===== config.mk =====
export PLATFORM = sky130hd
export DESIGN_NAME = register_file
export DESIGN_NICKNAME = d
export VERILOG_FILES = /design/src/rtl/register_file.sv
export SDC_FILE = /design/constraint.sdc
export NUM_CORES = 2
export LEC_CHECK = 0
export CAP_MARGIN = 15
export CORE_MARGIN = 1.5
export CORE_UTILIZATION = 55
export CTS_CLUSTER_SIZE = 30
export DETAILED_ROUTE_END_ITERATION = 6
export GPL_ROUTABILITY_DRIVEN = 0
export PLACE_DENSITY = 0.75
export REMOVE_ABC_BUFFERS = 1
export SYNTH_ARGS = -nofsm -noshare
export SYNTH_HDL_FRONTEND = slang
export SYNTH_SLANG_ARGS = --single-unit
export TNS_END_PERCENT = 100

===== constraint.sdc =====
create_clock -name clk -period 7.62 [get_ports clk]
set_clock_uncertainty 0.05 [all_clocks]
set_input_delay 2.286 -clock clk [delete_from_list [all_inputs] [get_ports clk]]
set_output_delay 2.286 -clock clk [all_outputs]
set_load 0.005 [all_outputs]

===== src/rtl/register_file.sv =====
// 16 x 32-bit register file with two combinational read ports, one write port and a commit counter.
// Define REGFILE_BYPASS_EN to forward a same-cycle writeback onto the read ports.
module register_file #(
    parameter logic [31:0] SP_INIT = 32'h0000_0FFC,
    parameter logic [31:0] RA_INIT = 32'h0000_0000
) (
    input  logic        clk,
    input  logic        rst,
    input  logic [31:0] instruction,
    input  logic        is_ret,
    input  logic        is_st,
    input  logic [31:0] wb_data,
    input  logic [3:0]  wb_rd,
    input  logic        wb_en,
    output logic [31:0] op1,
    output logic [31:0] op2,
    output logic [3:0]  rs1_addr,
    output logic [3:0]  rs2_addr,
    output logic [15:0] wr_count
);

    localparam int DATA_W = 32;
    localparam int NREGS  = 16;

    logic [DATA_W-1:0] regs_q [NREGS];
    logic [DATA_W-1:0] regs_d [NREGS];
    logic [15:0]       wr_count_q;
    logic [15:0]       wr_count_d;

    // ret reads the link register; st reads the value to store from the rd field
    always_comb begin
        rs1_addr = is_ret ? 4'd15 : instruction[21:18];
        rs2_addr = is_st  ? instruction[25:22] : instruction[17:14];
    end

    always_comb begin
        regs_d     = regs_q;
        wr_count_d = wr_count_q;
        if (wb_en) begin
            regs_d[wb_rd] = wb_data;
            wr_count_d    = wr_count_q + 16'd1;
        end
    end

    always_ff @(posedge clk) begin
        if (rst) begin
            for (int i = 0; i < NREGS; i++) begin
                regs_q[i] <= '0;
            end
            regs_q[14] <= SP_INIT;
            regs_q[15] <= RA_INIT;
            wr_count_q <= '0;
        end else begin
            regs_q     <= regs_d;
            wr_count_q <= wr_count_d;
        end
    end

    always_comb begin
        op1 = regs_q[rs1_addr];
        op2 = regs_q[rs2_addr];
`ifdef REGFILE_BYPASS_EN
        if (wb_en && !rst && (wb_rd == rs1_addr)) begin
            op1 = wb_data;
        end
        if (wb_en && !rst && (wb_rd == rs2_addr)) begin
            op2 = wb_data;
        end
`else
        // without forwarding, hazard logic stalls one extra cycle instead
`endif
    end

    assign wr_count = wr_count_q;

endmodule


; Yosys cells after proc, flatten, opt, wreduce, memory -nomap -nowiden
; Cells that the tools add are included.
[classes]
n_addsub = 1
multipliers = 0
n_div = 0
order_cmp = 4
eq_ne = 0
shifts = 0
n_mux = 11
bitwise = 3
reduce_logical = 1
[op_table]
columns = operator, count
row1 = $bwmux 512, 1
row2 = $bmux 32 s4, 2
row3 = $mux 32, 5
row4 = $demux 32 s4, 1
row5 = $add 16x1->16 const B, 1
row6 = $ge 5x5->1 const B, 3
row7 = $not 4->5, 3
row8 = $mux 4, 2
row9 = $lt 5x1->1 const B, 1
row10 = $logic_and 1x1->1, 1
[totals]
regBits = 528
latch_bits = 0
ram_bits = 0
rom_bits = 0
input_bits = 73
word_cells = 37
n_memories = 0

; Longest topological paths before layout
[logic_depth]
depth_word = 6
depth_mapped = 8

; Least setup slack after synthesis
; OpenSTA, ideal clock, no wires.
[synth_path]
kind = input -> output
from = in is_st
to = out op2[10]
arrival_ps = 3766
required_ps = 5284
slack_ps = 1518
stages = 7
path_buffers = 3
path_cell_list = mux2i_1 -> buf_2 -> buf_6 -> buf_2 -> mux2i_1 -> o22ai_1 -> or4_1
[synth_via]
elab_chain_len = 5
[synth_rtl]
columns = item, line_no
row1 = "start, declared", 11  ; input logic is_st,
row2 = $mux 4, 33  ; rs2_addr = is_st ? instruction[25:22] : instruction[17:14];
row3 = $not 4->5 (implied by the code), 61  ; op2 = regs_q[rs2_addr];
row4 = $bmux 32 s4, 61
row5 = $mux 32 (implied by the code) (2 in series), 61
row6 = "end, declared", 16  ; output logic [31:0] op2,
; No other way between the ends. The select of a mux whose other input is x is not followed.

; Worst setup path in the final report
[layout_path]
from = in is_st
to = out op2[28]
; The elaborated chain is that of the path after synthesis.

==> results.json <==
{
  "outcome": "finished, violations left",
  "violations": "design-rule violations",
  "cts_htree_levels": 2,
  "use_met1_pct": 47.3,
  "syn_inst": 3461,
  "worstSkewPairLatency_ps": 630,
  "antenna_cells": 0,
  "numCtsBuffers": 56,
  "rows": 81,
  "floorplan.initialDensity_pct": 55.7,
  "drc_errors": 1,
  "track_usage_pct": 38.2,
  "grt_max_degree": 191,
  "max_slew_margin_pct": 12.5,
  "critPathLaunchType": "primary input",
  "power_frac_comb_pct": 11.2,
  "swShare_pct": 25.9,
  "antenna_found_initial": 2,
  "cts_tree": "done",
  "portBuffers": 140,
  "cts_resized": 0,
  "synth_seq_cells": 528,
  "ys_seq_area_share_pct": 38.8,
  "ant_nets": 0,
  "grt_busiest_layer": "met2",
  "gr-total-overflow": 0,
  "wl_per_cell_um": 24.6,
  "cts_max_path_buffers": 3,
  "hold_class": "reg -> reg",
  "drtIter0Drc": 4074,
  "crit_top_cell": "clkdlybuf4s50_1",
  "detailed_place_hpwl_um": 55200,
  "cp_cell_sequence": "clkdlybuf4s50_1, buf_4, mux2i_2, inv_2, o21ai_4, buf_12, o22ai_1, or4_1, clkdlybuf4s50_1",
  "die_area_mm2": 0.0508,
  "nets": 3449,
  "synth-compound-area-share_pct": 17.5,
  "worst_path_max_delay_cell": "or4_1",
  "nFillCells": 4092,
  "synthMuxAreaShare_pct": 17.4,
  "end_kind": "output port",
  "synthXorXnorAreaFrac_pct": 0.322,
  "drv_cap": 0,
  "worstPathMaxFanout": 32,
  "fmax_mhz": 133,
  "tightest_slew_ps": 1310,
  "drtPass1Iterations": 7,
  "finalSetupViolCount": 0,
  "intPower_mw": 4.68,
  "use_met3_pct": 9.66,
  "dpl_cell_area_mm2": 0.0291,
  "die_x_um": 225,
  "clkPwrFrac_pct": 44.0,
  "via_count": 27000,
  "postLayoutCellArea_mm2": 0.0310,
  "via_per_inst": 6.63,
  "final_layout_size_suffix_gt1_share_pct": 8.24,
  "grt_pass1_wl_um": 148000,
  "area_delta_synth_final_pct": 13.8,
  "max_stage_delay_ps": 640,
  "synth_area_mm2": 0.0272,
  "net-switching-power_mw": 1.64,
  "top_level_ports": 161,
  "finalHoldViolations": 0,
  "powerDensity_mw_per_mm2": 204,
  "min_period_ps": 7510,
  "synth-simple-area-share_pct": 19.5,
  "post-route-period-util_pct": 98.6,
  "wirelength_um": 100000,
  "place_ws_ps": 198,
  "synth.distinct_cells": 41,
  "maxSlewViolCount": 0,
  "synth_fa_ha_area_share_pct": 0.0460,
  "synth_top_family_by_area": "simple AND/OR/NAND/NOR gates",
  "critical_path_arrival_ps": 5180,
  "required_ps": 5280,
  "cellLeakagePower_nw": 10.6,
  "seqPwrFrac_pct": 44.7,
  "clkSinkCount": 528,
  "yosys_warnings": 0,
  "peakVddDrop_v": 0.000171,
  "rsz0062_at_grt": "false",
  "root_buffer": "clkbuf_16",
  "grt_pass1_vias": 26000,
  "whs_ps": 415,
  "setup_slack_ps": 108,
  "core-area_mm2": 0.0488,
  "holdBufCountCts": 0,
  "clkSlewWorstSetupHoldPaths_ps": 60,
  "met2_usage_pct": 59.3,
  "syn_avg_cell_area_um2": 7.86,
  "postCtsSetupRepairBufs": 0,
  "die_h_um": 225,
  "critPathKind": "in -> out"
}
-- path summary, 6_finish.rpt --
check              startpoint            to  slack [ps]  cells after the start
setup / recovery        is_st       op2[28]         110                      9
hold / removal    regs_q[271]   regs_q[271]         420                      2
setup reg to reg  wr_count[3]  wr_count[15]        5670                      4
hold reg to reg   regs_q[271]   regs_q[271]         420                      2
-- metrics by stage --
step           util [%]  instances  TNS (ps)  power [mW]
3_5_place_dp       59.5       3979         0        3.57
4_1_cts            63.3       4074         0        6.28
6_report           63.4       4076         0        6.31
5_1_grt            63.4       4076         0        6.44
3_3_place_gp       59.5       3979         0        3.55
2_1_floorplan         -       3100   -644870        3.32
-- synth_stat cells, drive strengths merged --
library cell	number	area share, %
a31o	2	0.064
nand2	1035	14
nor2b	66	1.5
o221ai	64	2.1
inv	71	0.98
nor3b	4	0.11
a22oi	32	0.88
and4	1	0.032
o22ai	192	4.4
nor2	22	0.30
xor2	3	0.097
clkbuf	279	3.8
and3b	4	0.13
or4	33	0.91
or3	6	0.14
mux4	64	5.3
buf	82	1.6
a21oi	505	9.3
nor4	5	0.11
or2	5	0.11
o21ai	41	0.78
mux2i	323	12
and2	33	0.76
mux2	4	0.17
xnor2	7	0.23
a21o	1	0.028
nand4	3	0.069
nor3	12	0.22
ha	1	0.046
nand3	10	0.18
dfxtp	528	39
nand3b	12	0.33
and3	5	0.11
nand2b	6	0.14
-- cell families after synthesis --
kind of cell / after synthesis
compound gates: 837
xor+xnor: 10
fa+ha+maj: 1
buf+inv: 432
flops: 528
mux: 391
simple gates: 1262
-- power by group through the flow --
stage | logic, mW | registers (mW) | clock network, mW
3_5_place_dp | 0.681 | 2.88 | 0
2_1_floorplan | 0.441 | 2.88 | 0
5_1_grt | 0.730 | 2.83 | 2.88
4_1_cts | 0.684 | 2.82 | 2.77
3_3_place_gp | 0.670 | 2.88 | 0
6_report | 0.710 | 2.82 | 2.78
-- layout make-up --
class / instances / area, µm² / area share [%]
clock inverter: 15 / 220 / 0.711
timing repair buffer: 217 / 2360 / 7.64
tap: 664 / 831 / 2.68
sequential: 528 / 10600 / 34.1
clock buffer: 80 / 1610 / 5.21
multi-input combinational: 2501 / 15100 / 48.8
inverter: 71 / 267 / 0.861
-- critical path, delay by kind of cell --
| kind | cells | cell delay (ps) |
|---|---|---|
| mux | 1 | 270 |
| simple gates | 1 | 640 |
| buf+inv | 5 | 1710 |
| compound gates | 2 | 250 |
-- cells in the final DEF, fill, tap and decap left out, types with 4 or more instances in the layout --
master,n
o21ai_0,33
nor2b_1,66
mux2i_1,321
nand2_1,1032
and2_1,32
clkdlybuf4s50_1,135
nor4_1,4
nand3_1,7
a21oi_1,505
nor2_4,4
bufinv_16,5
mux2_2,4
xnor2_1,7
buf_12,29
clkbuf_8,13
nand3b_1,12
and3b_1,4
o221ai_1,64
nand2b_1,5
nor2_1,18
dfxtp_1,528
mux4_2,64
nor3_1,4
inv_1,69
o21ai_4,8
or3_2,5
clkinv_2,6
o22ai_1,192
or4_1,33
a22oi_1,32
buf_4,48
clkbuf_1,12
nor3_2,8
or2_2,5
clkbuf_16,56
nor3b_1,4
-- state kept, by name, summed over array words and instances, names as in the netlist --
register  cells
wr_count     16
regs_q      512
-- metal layers --
metal / vias to the layer above / part of all wire (%)
met5: - / 0.15
met4: 6 / 6.3
met3: 512 / 14
met2: 2075 / 44
met1: 12700 / 36
li1: 11700 / -
No activity file was read; power rests on OpenSTA's default activity.
